===== config.mk =====
export PLATFORM = sky130hd
export DESIGN_NAME = mtimer_multi_flat
export DESIGN_NICKNAME = d
export VERILOG_FILES = /design/src/rtl/mtimer_multi_pkg.sv /design/src/rtl/mtimer_multi_if.sv /design/src/rtl/mtimer_multi_cmp_channel.sv /design/src/rtl/mtimer_multi.sv /design/src/flat_wrapper.sv
export SDC_FILE = /design/constraint.sdc
export NUM_CORES = 1
export LEC_CHECK = 0
export CORE_MARGIN = 3
export CORE_UTILIZATION = 38
export CTS_CLUSTER_SIZE = 25
export DETAILED_ROUTE_END_ITERATION = 6
export HOLD_SLACK_MARGIN = 0.15
export PLACE_DENSITY = 0.57
export SLEW_MARGIN = 20
export SYNTH_ARGS = -nofsm -noshare
export SYNTH_HDL_FRONTEND = slang
export SYNTH_SLANG_ARGS = --single-unit
export TNS_END_PERCENT = 5

===== constraint.sdc =====
create_clock -name clk -period 7.15 [get_ports clk]
set_input_delay 1.43 -clock clk [delete_from_list [all_inputs] [get_ports clk]]
set_output_delay 1.43 -clock clk [all_outputs]
set_load 0.005 [all_outputs]

===== src/rtl/mtimer_multi_pkg.sv =====
// Shared constants and types for the multi-channel machine timer.
package mtimer_pkg;

    localparam int MAX_CMP = 4;

    // Byte offsets inside the timer window.
    localparam logic [7:0] OFF_MTIME_LO    = 8'h00;
    localparam logic [7:0] OFF_MTIME_HI    = 8'h04;
    localparam logic [7:0] OFF_CTRL        = 8'h08;
    localparam logic [7:0] OFF_PENDING     = 8'h0C;
    localparam logic [7:0] OFF_ENABLE      = 8'h10;
    localparam logic [7:0] OFF_SNAP_HI     = 8'h14;
    localparam logic [7:0] OFF_CMP_BASE    = 8'h20;
    localparam logic [7:0] OFF_PERIOD_BASE = 8'h40;

    typedef enum logic [1:0] {
        ST_IDLE,
        ST_ACCESS,
        ST_DONE,
        ST_FAULT
    } bus_state_e;

    // Offset of the low word of compare channel idx (high word is +4).
    function automatic logic [7:0] cmp_lo_off(input int idx);
        return OFF_CMP_BASE + 8'(8 * idx);
    endfunction

    // Offset of the period register of channel idx.
    function automatic logic [7:0] period_off(input int idx);
        return OFF_PERIOD_BASE + 8'(4 * idx);
    endfunction

endpackage


===== src/rtl/mtimer_multi_if.sv =====
// MMIO access bus between the memory controller decoder and the timer.
interface mtimer_multi_if;
    logic        ce;
    logic [7:0]  addr;
    logic [31:0] datain;
    logic        memwrite;
    logic [31:0] dataout;
    logic        busy;
    logic        valid;
    logic        load_access_fault;

    modport master (
        output ce, addr, datain, memwrite,
        input  dataout, busy, valid, load_access_fault
    );

    modport slave (
        input  ce, addr, datain, memwrite,
        output dataout, busy, valid, load_access_fault
    );
endinterface


===== src/rtl/mtimer_multi_cmp_channel.sv =====
// One compare channel: compare value, optional auto-reload period and
// a sticky pending flag. Hardware set of pending beats a same-cycle clear,
// and a software compare write beats a same-cycle auto-reload.
module mtimer_cmp_channel (
    input  logic        clk,
    input  logic        reset,
    input  logic [63:0] mtime_i,
    input  logic        wr_cmp_lo_i,
    input  logic        wr_cmp_hi_i,
    input  logic        wr_period_i,
    input  logic [31:0] wdata_i,
    input  logic        w1c_i,
    output logic [63:0] cmp_o,
    output logic [31:0] period_o,
    output logic        pending_o
);

    logic [63:0] cmp_q, cmp_d;
    logic [31:0] period_q, period_d;
    logic        pending_q, pending_d;
    logic        match;

    // Match detection, auto-reload and pending update.
    always_comb begin
        match     = (mtime_i >= cmp_q);
        cmp_d     = cmp_q;
        period_d  = period_q;
        pending_d = pending_q;

        if (w1c_i) begin
            pending_d = 1'b0;
        end
        if (match) begin
            pending_d = 1'b1;
        end

        if (wr_cmp_lo_i) begin
            cmp_d[31:0] = wdata_i;
        end else if (wr_cmp_hi_i) begin
            cmp_d[63:32] = wdata_i;
        end else if (match && (period_q != 32'd0)) begin
            cmp_d = cmp_q + {32'd0, period_q};
        end

        if (wr_period_i) begin
            period_d = wdata_i;
        end
    end

    // Channel state; compare resets to all-ones so nothing fires after reset.
    always_ff @(posedge clk or negedge reset) begin
        if (!reset) begin
            cmp_q     <= 64'hFFFF_FFFF_FFFF_FFFF;
            period_q  <= 32'd0;
            pending_q <= 1'b0;
        end else begin
            cmp_q     <= cmp_d;
            period_q  <= period_d;
            pending_q <= pending_d;
        end
    end

    assign cmp_o     = cmp_q;
    assign period_o  = period_q;
    assign pending_o = pending_q;

endmodule


===== src/rtl/mtimer_multi.sv =====
// Machine timer: 64-bit prescaled mtime, NUM_CMP compare channels and a
// small MMIO access FSM. The counter and channels run regardless of bus state.
module mtimer_multi
    import mtimer_pkg::*;
#(
    parameter int NUM_CMP    = 2,
    parameter int PRESCALE_W = 8
) (
    input  logic               clk,
    input  logic               reset,
    mtimer_multi_if.slave      bus,
    output logic [NUM_CMP-1:0] irq,
    output logic               intr_timer
);

    bus_state_e              state_q, state_d;
    logic [7:0]              addr_q;
    logic [31:0]             wdata_q;
    logic                    we_q;
    logic [31:0]             dataout_q;
    logic [31:0]             rdata;
    logic [31:0]             snap_q;

    logic [63:0]             mtime_q;
    logic [PRESCALE_W-1:0]   pc_q;
    logic [PRESCALE_W-1:0]   prescale_q;
    logic                    ctrl_en_q;
    logic [NUM_CMP-1:0]      enable_q;

    logic                    commit;
    logic                    wr_en;
    logic                    rd_en;
    logic                    ctrl_wr;
    logic                    tick;

    logic [63:0]             cmp_w    [NUM_CMP];
    logic [31:0]             period_w [NUM_CMP];
    logic [NUM_CMP-1:0]      pending_w;

    // Address decode: aligned, mapped, and SNAP_HI is read-only.
    function automatic logic addr_ok(input logic [7:0] a, input logic we);
        logic ok;
        ok = 1'b0;
        if (a[1:0] == 2'b00) begin
            case (a)
                OFF_MTIME_LO, OFF_MTIME_HI, OFF_CTRL,
                OFF_PENDING, OFF_ENABLE: ok = 1'b1;
                OFF_SNAP_HI:             ok = !we;
                default: begin
                    if (a >= OFF_CMP_BASE && a < OFF_CMP_BASE + 8'(8 * NUM_CMP)) begin
                        ok = 1'b1;
                    end
                    if (a >= OFF_PERIOD_BASE && a < OFF_PERIOD_BASE + 8'(4 * NUM_CMP)) begin
                        ok = 1'b1;
                    end
                end
            endcase
        end
        return ok;
    endfunction

    // An access commits only on the ACCESS cycle with ce still held low.
    assign commit  = (state_q == ST_ACCESS) && !bus.ce;
    assign wr_en   = commit && we_q;
    assign rd_en   = commit && !we_q;
    assign ctrl_wr = wr_en && (addr_q == OFF_CTRL);

    // Bus FSM next state and status outputs.
    always_comb begin
        state_d               = state_q;
        bus.busy              = 1'b0;
        bus.valid             = 1'b0;
        bus.load_access_fault = 1'b0;
        bus.dataout           = dataout_q;
        case (state_q)
            ST_IDLE: begin
                if (!bus.ce) begin
                    state_d = addr_ok(bus.addr, bus.memwrite) ? ST_ACCESS : ST_FAULT;
                end
            end
            ST_ACCESS: begin
                bus.busy = 1'b1;
                state_d  = bus.ce ? ST_IDLE : ST_DONE;
            end
            ST_DONE: begin
                bus.valid = !we_q;
                if (bus.ce) begin
                    state_d = ST_IDLE;
                end
            end
            ST_FAULT: begin
                bus.load_access_fault = 1'b1;
                if (bus.ce) begin
                    state_d = ST_IDLE;
                end
            end
            default: state_d = ST_IDLE;
        endcase
    end

    // Bus state, request latch, read data and the MTIME high-word snapshot.
    always_ff @(posedge clk or negedge reset) begin
        if (!reset) begin
            state_q   <= ST_IDLE;
            addr_q    <= 8'd0;
            wdata_q   <= 32'd0;
            we_q      <= 1'b0;
            dataout_q <= 32'd0;
            snap_q    <= 32'd0;
        end else begin
            state_q <= state_d;
            if ((state_q == ST_IDLE) && !bus.ce) begin
                addr_q  <= bus.addr;
                wdata_q <= bus.datain;
                we_q    <= bus.memwrite;
            end
            if (rd_en) begin
                dataout_q <= rdata;
                if (addr_q == OFF_MTIME_LO) begin
                    snap_q <= mtime_q[63:32];
                end
            end
        end
    end

    // Read multiplexer over the register map.
    always_comb begin
        rdata = 32'd0;
        case (addr_q)
            OFF_MTIME_LO: rdata = mtime_q[31:0];
            OFF_MTIME_HI: rdata = mtime_q[63:32];
            OFF_CTRL: begin
                rdata[0]              = ctrl_en_q;
                rdata[8 +: PRESCALE_W] = prescale_q;
            end
            OFF_PENDING:  rdata[NUM_CMP-1:0] = pending_w;
            OFF_ENABLE:   rdata[NUM_CMP-1:0] = enable_q;
            OFF_SNAP_HI:  rdata = snap_q;
            default:      rdata = 32'd0;
        endcase
        for (int k = 0; k < NUM_CMP; k++) begin
            if (addr_q == cmp_lo_off(k)) begin
                rdata = cmp_w[k][31:0];
            end
            if (addr_q == cmp_lo_off(k) + 8'd4) begin
                rdata = cmp_w[k][63:32];
            end
            if (addr_q == period_off(k)) begin
                rdata = period_w[k];
            end
        end
    end

    // CTRL and ENABLE registers.
    always_ff @(posedge clk or negedge reset) begin
        if (!reset) begin
            ctrl_en_q  <= 1'b0;
            prescale_q <= '0;
            enable_q   <= '0;
        end else begin
            if (ctrl_wr) begin
                ctrl_en_q  <= wdata_q[0];
                prescale_q <= wdata_q[8 +: PRESCALE_W];
            end
            if (wr_en && (addr_q == OFF_ENABLE)) begin
                enable_q <= wdata_q[NUM_CMP-1:0];
            end
        end
    end

    // A CTRL write restarts the prescaler and swallows that cycle's tick.
    assign tick = ctrl_en_q && (pc_q == prescale_q) && !ctrl_wr;

    // Prescaler and mtime; a software write to either half wins over the tick.
    always_ff @(posedge clk or negedge reset) begin
        if (!reset) begin
            pc_q    <= '0;
            mtime_q <= 64'd0;
        end else begin
            if (ctrl_wr) begin
                pc_q <= '0;
            end else if (ctrl_en_q) begin
                pc_q <= (pc_q == prescale_q) ? '0 : pc_q + 1'b1;
            end
            if (wr_en && (addr_q == OFF_MTIME_LO)) begin
                mtime_q[31:0] <= wdata_q;
            end else if (wr_en && (addr_q == OFF_MTIME_HI)) begin
                mtime_q[63:32] <= wdata_q;
            end else if (tick) begin
                mtime_q <= mtime_q + 64'd1;
            end
        end
    end

    for (genvar gi = 0; gi < NUM_CMP; gi++) begin : g_ch
        mtimer_cmp_channel u_ch (
            .clk         (clk),
            .reset       (reset),
            .mtime_i     (mtime_q),
            .wr_cmp_lo_i (wr_en && (addr_q == cmp_lo_off(gi))),
            .wr_cmp_hi_i (wr_en && (addr_q == cmp_lo_off(gi) + 8'd4)),
            .wr_period_i (wr_en && (addr_q == period_off(gi))),
            .wdata_i     (wdata_q),
            .w1c_i       (wr_en && (addr_q == OFF_PENDING) && wdata_q[gi]),
            .cmp_o       (cmp_w[gi]),
            .period_o    (period_w[gi]),
            .pending_o   (pending_w[gi])
        );
    end

    assign irq        = pending_w & enable_q;
    assign intr_timer = |irq;

endmodule


===== src/flat_wrapper.sv =====
// flat-port wrapper written by rule: the top's interface ports become plain ports
module mtimer_multi_flat import mtimer_pkg::*;
#(
    parameter int NUM_CMP    = 2,
    parameter int PRESCALE_W = 8
)
  (clk, reset, irq, intr_timer, bus_ce, bus_addr, bus_datain, bus_memwrite, bus_dataout, bus_busy, bus_valid, bus_load_access_fault);
  mtimer_multi_if bus_i ();
  input  logic clk;
  input  logic reset;
  output logic [NUM_CMP-1:0] irq;
  output logic intr_timer;
  input wire logic [$bits(bus_i.ce)-1:0] bus_ce;
  input wire logic [$bits(bus_i.addr)-1:0] bus_addr;
  input wire logic [$bits(bus_i.datain)-1:0] bus_datain;
  input wire logic [$bits(bus_i.memwrite)-1:0] bus_memwrite;
  output wire logic [$bits(bus_i.dataout)-1:0] bus_dataout;
  output wire logic [$bits(bus_i.busy)-1:0] bus_busy;
  output wire logic [$bits(bus_i.valid)-1:0] bus_valid;
  output wire logic [$bits(bus_i.load_access_fault)-1:0] bus_load_access_fault;
  assign bus_i.ce = bus_ce;
  assign bus_i.addr = bus_addr;
  assign bus_i.datain = bus_datain;
  assign bus_i.memwrite = bus_memwrite;
  assign bus_dataout = bus_i.dataout;
  assign bus_busy = bus_i.busy;
  assign bus_valid = bus_i.valid;
  assign bus_load_access_fault = bus_i.load_access_fault;
  mtimer_multi #(.NUM_CMP(NUM_CMP), .PRESCALE_W(PRESCALE_W)) u_core (.clk(clk), .reset(reset), .bus(bus_i), .irq(irq), .intr_timer(intr_timer));
endmodule

==> flow_summary.json, run 1 <==
{
  "synth_edf_count": 0,
  "die_width_um": 271.2,
  "cts_tree": "built",
  "cts.repair.resized": 0,
  "internal_reg_to_reg_setup_slack_ns": 2.35,
  "n_fill_cell": 6819,
  "chipHeight_um": 271.2,
  "setup-tns-final_ns": 0,
  "yosys.area.top_type_share_pct": 23.96,
  "groute.usage.overall_pct": 28.66,
  "dr.first_iter.drc_count": 3023,
  "cap_viol_max_count": 0,
  "clk_slew_on_worst_s_h_paths_ns": 0.06,
  "synth_cell_types": 91,
  "flop_and_latch_count_out_of_synthesis": 384,
  "worstMarginPinSlew_ns": 1.084,
  "slew_viol_final": 0,
  "drive_above_1_share_pct": 14.22,
  "fmax_ghz": 0.2084,
  "sequential_standard_cell_area_um2": 9769,
  "final_core_util_pct": 43.57,
  "postSynthAreaPerCell_um2": 8.756,
  "tritoncts_num_sinks": 384,
  "core_region_area_um2": 69190,
  "routed_wl_um": 108200,
  "reg2reg_depth": 10,
  "clock_tree.buffer_depth": 3,
  "register_area_share_after_synthesis_pct": 36.54,
  "hold_path_end": "u_core.snap_q[4]",
  "drt-wirelength-per-cell_um": 26.96,
  "rsz0062_at_grt": "false",
  "ir_drop_mv": 0.1615,
  "synth_top_cell_by_area": "dfrtp_1",
  "data_arrival_time_of_the_critical_path_ns": 5.33,
  "globalplace.congestion": 0.9583,
  "total_die_area_um2": 73570,
  "place_hpwl_um": 81010,
  "worstHoldStart": "u_core.snap_q[4]",
  "start_util_pct": 38.64,
  "fin_nets": 3282,
  "layout.cells.most_common_list": "321 x a21oi_1, 256 x dfrtp_1, 236 x nand2_1, 236 x nor2_1, 194 x ha_1",
  "design.portCount": 82,
  "synth.area.top_cells": "dfrtp_1 24%, dfstp_2 13%, ha_1 9.1%",
  "power_per_cell_area_nw_per_um2": 230.1,
  "flow.area_growth_from_synthesis_pct": 12.76,
  "routed-via-count": 25490,
  "static_leakage_power_uw": 0.01299,
  "timing.max_slew.rel_slack_pct": 27.46,
  "grt_start_max_net_pins": 134,
  "commonest_non_fill_non_tap_cell_in_the_layout": "a21oi_1",
  "timing.final.crit_period_ns": 4.799,
  "initial_antenna_violation_count": 3,
  "synthCells": 3053,
  "final-setup-viol-count": 0,
  "htreeDepth": 2,
  "place.port_buffers": 81,
  "routed_via_density": 6.349,
  "cts.repair_timing.setup_buffer_count": 0,
  "mappedNetlistNets": 3293,
  "grt_pass1_vias": 24070,
  "gr-total-overflow": 0,
  "rr_startpoint": "u_core.addr_q[2]",
  "r2r_end": "u_core.g_ch[0].u_ch.cmp_o[32]",
  "final_ant_viol_nets": 0,
  "cts_buffers": 49,
  "min-delay-path-class": "flip-flop to flip-flop",
  "worstSetupPathType": "flip-flop to flip-flop",
  "synth_top_flop_cell": "dfrtp_1",
  "area_taken_by_multi_input_logic_gates_um2": 15650,
  "clockRootBuffer": "clkbuf_16",
  "type_of_element_capturing_the_critical_path": "flip-flop",
  "placement_rows": 96,
  "netlist_area_um2": 26730,
  "share_of_synthesized_registers_carrying_an_async_set_or_reset_pct": 100.0,
  "run_status": "finished, final reports clean",
  "drc": 0,
  "clock_latency_ns": 0.61,
  "final_min_period_over_clock_period_pct": 67.11,
  "startpoint_type": "flip-flop",
  "worst_hold_path.num_cells": 2,
  "grt_first_pass_wirelength_um": 160300,
  "hold_violations": 0,
  "ys_warn_count": 0,
  "cts_hold_buffers": 0,
  "cp_max_fo": 49,
  "length_of_the_first_detailed_routing_pass_in_iterations": 7,
  "worstPathRequired_ns": 7.68,
  "clock-skew-final_ns": 0.03770
}
stage by stage:
stage / cell area, um2 / setup slack (ns) / hold WS, ns / total power [uW] / cells
floorplan: 26730 / 3.790 / 0.4507 / 3503 / 3053
global placement: 28380 / 2.181 / 0.4644 / 4167 / 3922
detailed placement: 28380 / 2.145 / 0.4708 / 4198 / 3922
CTS: 30130 / 2.529 / 0.4838 / 6962 / 4012
global route: 30140 / 2.200 / 0.5085 / 7208 / 4012
finish: 30150 / 2.352 / 0.4796 / 6937 / 4014
area by class of cell:
type | instances | area share [%]
clock buffer | 68 | 4.570
timing repair buffer | 130 | 4.009
sequential | 384 | 32.41
tap | 931 | 3.864
multi-input combinational | 2318 | 51.92
inverter | 159 | 1.980
clock inverter | 22 | 1.233
antenna | 2 | 0.01660
cell families (layout without fill, tap and decap cells):
family | count (synthesis) | in the layout | synth area share [%]
other cells | 0 | 2 | 0
buf+inv | 351 | 379 | 5.092
flops | 384 | 384 | 36.54
simple gates | 908 | 908 | 16.34
mux | 168 | 168 | 6.946
xor+xnor | 90 | 90 | 2.949
fa+ha+maj | 196 | 196 | 9.230
compound gates | 956 | 956 | 22.90
metal layers:
layer  global-route usage [%]  vias up  wire length (um)  part of all wire (%)
li1                         -    11330                 -                     -
met1                    38.30    12490             44750                    41
met2                    44.69     1338             47700                    44
met3                    4.950      331              9087                   8.4
met4                    14.53        0              6674                   6.2
met5                        0        -                 0                     0
critical path, stage by stage (launching register included):
cell and delay [ns]:
dfrtp_1 0.96, or4b_1 0.65, nor2_2 0.15, buf_4 0.48, and2_1 0.20, buf_4 0.46, nor3_1 0.20, a21oi_1 0.20
nand2_1 0.58, or4_1 0.71, o211ai_1 0.10
synthesized netlist by cell type (26+ instances only):
master / count
xor2_1: 49
nor4_1: 34
nand4_1: 67
a21o_1: 30
nand2_1: 240
nor2_1: 242
inv_1: 159
a31oi_1: 33
mux2_2: 139
dfstp_2: 128
a22oi_1: 67
a221oi_1: 30
dfrtp_1: 256
and3_1: 42
mux2i_1: 28
clkbuf_1: 138
o211ai_1: 30
xnor2_1: 41
buf_1: 32
o21ai_1: 71
ha_1: 194
o22ai_1: 33
a21oi_1: 321
nor3_1: 43
a222oi_1: 33
o21a_1: 26
nand3_1: 130
o21ai_0: 129
where the power goes:
group          leakage (uW)  switching (uW)  internal, uW
sequential          0.00472             436          2440
clock              0.000864            1050          1700
combinational       0.00741             750           561
worst max-delay path by stage:
stage          depth (start not counted)  slack (ns)              from                             to
2_1_floorplan                         10        3.79            bus_ce             u_core.mtime_q[28]
3_3_place_gp                           9        2.18            bus_ce  u_core.g_ch[0].u_ch.cmp_o[46]
3_5_place_dp                          10        2.15            bus_ce             u_core.mtime_q[28]
4_1_cts                               10        2.53  u_core.addr_q[2]  u_core.g_ch[0].u_ch.cmp_o[32]
5_1_grt                               10        2.20  u_core.addr_q[2]  u_core.g_ch[0].u_ch.cmp_o[32]
6_report                              10        2.35  u_core.addr_q[2]  u_core.g_ch[0].u_ch.cmp_o[32]
registers in the layout, indices dropped and copies added (netlist names):
name,count
u_core.enable_q,2
u_core.g_ch.u_ch.cmp_o,128
u_core.pc_q,8
u_core.state_q,2
u_core.prescale_q,8
u_core.wdata_q,32
u_core.g_ch.u_ch.period_o,64
u_core.snap_q,32
u_core.mtime_q,64
u_core.ctrl_en_q,1
u_core.bus.dataout,32
u_core.g_ch.u_ch.pending_o,2
u_core.addr_q,8
u_core.we_q,1
(Power assumes the default switching activity.)
==> inputs of run 2 (changes only) <==
==> constraint.sdc (replaced) <==
create_clock -name clk -period 4.9 [get_ports clk]
set_input_delay 0.98 -clock clk [delete_from_list [all_inputs] [get_ports clk]]
set_output_delay 0.98 -clock clk [all_outputs]
set_load 0.005 [all_outputs]
==> run 2 against run 1 <==
  * The run now ends with DRC left
  * Final area is 1.0% higher
  * Count of clock-buffer cells in the layout is 2 higher
  * Die area stayed put
  * Critical endpoint is now u_core.g_ch[0].u_ch.cmp_o[60]
  * Via count is 0.17% higher
  * Clock power is 44% higher
  * Non-clock buffer count is 34 higher
  * Total power is 46% higher
  * Largest cell class unchanged
==> flow_summary.json, run 2 (same netlist as run 1, synthesis figures left out) <==
{
  "clock-skew-final_ns": 0.01843,
  "die_width_um": 271.2,
  "grt_first_pass_wirelength_um": 164100,
  "worst_setup_path_startpoint": "u_core.g_ch[0].u_ch.cmp_o[0]",
  "internal_reg_to_reg_setup_slack_ns": 0.73,
  "start_util_pct": 38.64,
  "clock_share_of_power_pct": 39.0,
  "run_status": "complete, but fails checks",
  "cts_hold_buffers": 0,
  "clock_tree.buffer_depth": 3,
  "drive_above_1_share_pct": 15.30,
  "r2r_end": "u_core.g_ch[0].u_ch.cmp_o[60]",
  "max_reg_flops": 128,
  "slew_viol_final": 0,
  "swShare_pct": 32.53,
  "gr-total-overflow": 0,
  "place.port_buffers": 81,
  "drt-wirelength-per-cell_um": 27.45,
  "finish.instance_area_um2": 30450,
  "worstSetupPathType": "flip-flop to flip-flop",
  "clk_slew_on_worst_s_h_paths_ns": 0.06,
  "timing.final.crit_period_ns": 4.167,
  "final-setup-viol-count": 0,
  "drc": 1,
  "fin_nets": 3316,
  "timing.max_slew.rel_slack_pct": 27.91,
  "data_arrival_time_of_the_critical_path_ns": 4.70,
  "power.switching_uw": 3294,
  "rr_startpoint": "u_core.g_ch[0].u_ch.cmp_o[0]",
  "place_hpwl_um": 83690,
  "final_core_util_pct": 44.01,
  "cap_viol_max_count": 0,
  "startpoint_type": "flip-flop",
  "reg2reg_depth": 13,
  "min-delay-path-class": "primary input to async pin",
  "final_min_period_over_clock_period_pct": 85.04,
  "routed_wl_um": 111100,
  "routed-via-count": 25530,
  "dr.first_iter.drc_count": 2988,
  "cts.repair.resized": 0,
  "ir_drop_mv": 0.2651,
  "power_frac_seq_pct": 41.4,
  "core_region_area_um2": 69190,
  "type_of_element_capturing_the_critical_path": "flip-flop",
  "total_die_area_um2": 73570,
  "clock_latency_ns": 0.60,
  "grt_pass1_vias": 24340,
  "num_antenna_cells": 0,
  "cts_tree": "built",
  "combPwrFrac_pct": 19.6,
  "post_dp_cell_area_um2": 28710,
  "groute.usage.overall_pct": 29.46,
  "tritoncts_num_sinks": 384,
  "grt_start_max_net_pins": 99,
  "fmax_ghz": 0.2400,
  "rsz0062_at_grt": "false",
  "worstPathRequired_ns": 5.43,
  "chipHeight_um": 271.2,
  "power_per_cell_area_nw_per_um2": 332.5,
  "static_leakage_power_uw": 0.01320,
  "final_ant_viol_nets": 0,
  "hold_violations": 0,
  "cp_max_fo": 4,
  "length_of_the_first_detailed_routing_pass_in_iterations": 7,
  "layout.cells.most_common_list": "321 x a21oi_1, 256 x dfrtp_1, 236 x nand2_1, 236 x nor2_1, 194 x ha_1",
  "design.portCount": 82,
  "worstMarginPinSlew_ns": 1.081,
  "commonest_non_fill_non_tap_cell_in_the_layout": "a21oi_1",
  "placement_rows": 96,
  "flow.area_growth_from_synthesis_pct": 13.90,
  "routed_via_density": 6.307,
  "internal-power_uw": 6830,
  "cts_buffers": 49,
  "violations": "DRC",
  "cts.repair_timing.setup_buffer_count": 0,
  "critPathCapture": "u_core.g_ch[0].u_ch.cmp_o[60]",
  "min_hold_slack_ns": 0.4123,
  "initial_antenna_violation_count": 4,
  "htreeDepth": 2,
  "setup-tns-final_ns": 0,
  "clockRootBuffer": "clkbuf_16",
  "globalplace.congestion": 0.9862
}
run 2: power groups by stage:
stage	Clock, uW	Combinational, uW	Sequential [uW]
after floorplan	0	1310	3800
after global placement	0	1920	4230
after detailed placement	0	1950	4240
after CTS	4030	1970	4190
after global routing	4150	2180	4210
final	3950	1980	4190
run 2: through the flow:
| step | setup WS [ns] | std cells | total power (uW) |
|---|---|---|---|
| detailed placement | 0.7600 | 3956 | 6189 |
| global placement | 0.7241 | 3956 | 6153 |
| CTS | 0.8077 | 4048 | 10180 |
| global route | 0.5481 | 4048 | 10540 |
| finish | 0.7332 | 4048 | 10120 |
| floorplan | 1.774 | 3053 | 5111 |
run 2: layer usage:
metal | global-route usage [%] | vias to the layer above | part of all wire, %
li1 | - | 11400 | -
met1 | 38.75 | 12540 | 42
met5 | 0 | - | 0.041
met4 | 16.20 | 8 | 6.6
met3 | 5.109 | 322 | 7.2
met2 | 46.05 | 1263 | 44
run 2: worst min path at each step:
stage / start / to / slack [ns] / cells after the start
floorplan: u_core.snap_q[31] / u_core.snap_q[31] / 0.45 / 2
global placement: u_core.snap_q[31] / u_core.snap_q[31] / 0.46 / 2
detailed placement: u_core.snap_q[4] / u_core.snap_q[4] / 0.48 / 2
CTS: reset / u_core.g_ch[1].u_ch.period_o[30] / 0.45 / 1
global route: reset / u_core.g_ch[1].u_ch.period_o[27] / 0.48 / 1
finish: reset / u_core.g_ch[1].u_ch.period_o[27] / 0.41 / 1
run 2: final cells by class:
type | instances | area (um2)
fillers | 6812 | 38740
multi-input cells | 2318 | 15650
flip-flops and latches | 384 | 9769
repair buffers | 164 | 1526
clock buffers | 70 | 1448
well taps | 931 | 1165
inverters | 159 | 596.8
clock inverters | 22 | 292.8
run 2: worst max-delay path, cell delays in order (launching register included):
cell	delay [ns]
dfstp_2	0.57
ha_1	0.18
inv_1	0.06
fa_1	0.40
nor2b_1	0.18
o211ai_1	0.14
nand3b_1	0.15
a21oi_2	0.11
a2111oi_2	0.51
o2111ai_1	0.31
a2111oi_1	0.87
buf_4	0.24
a211oi_1	0.07
a211o_1	0.30
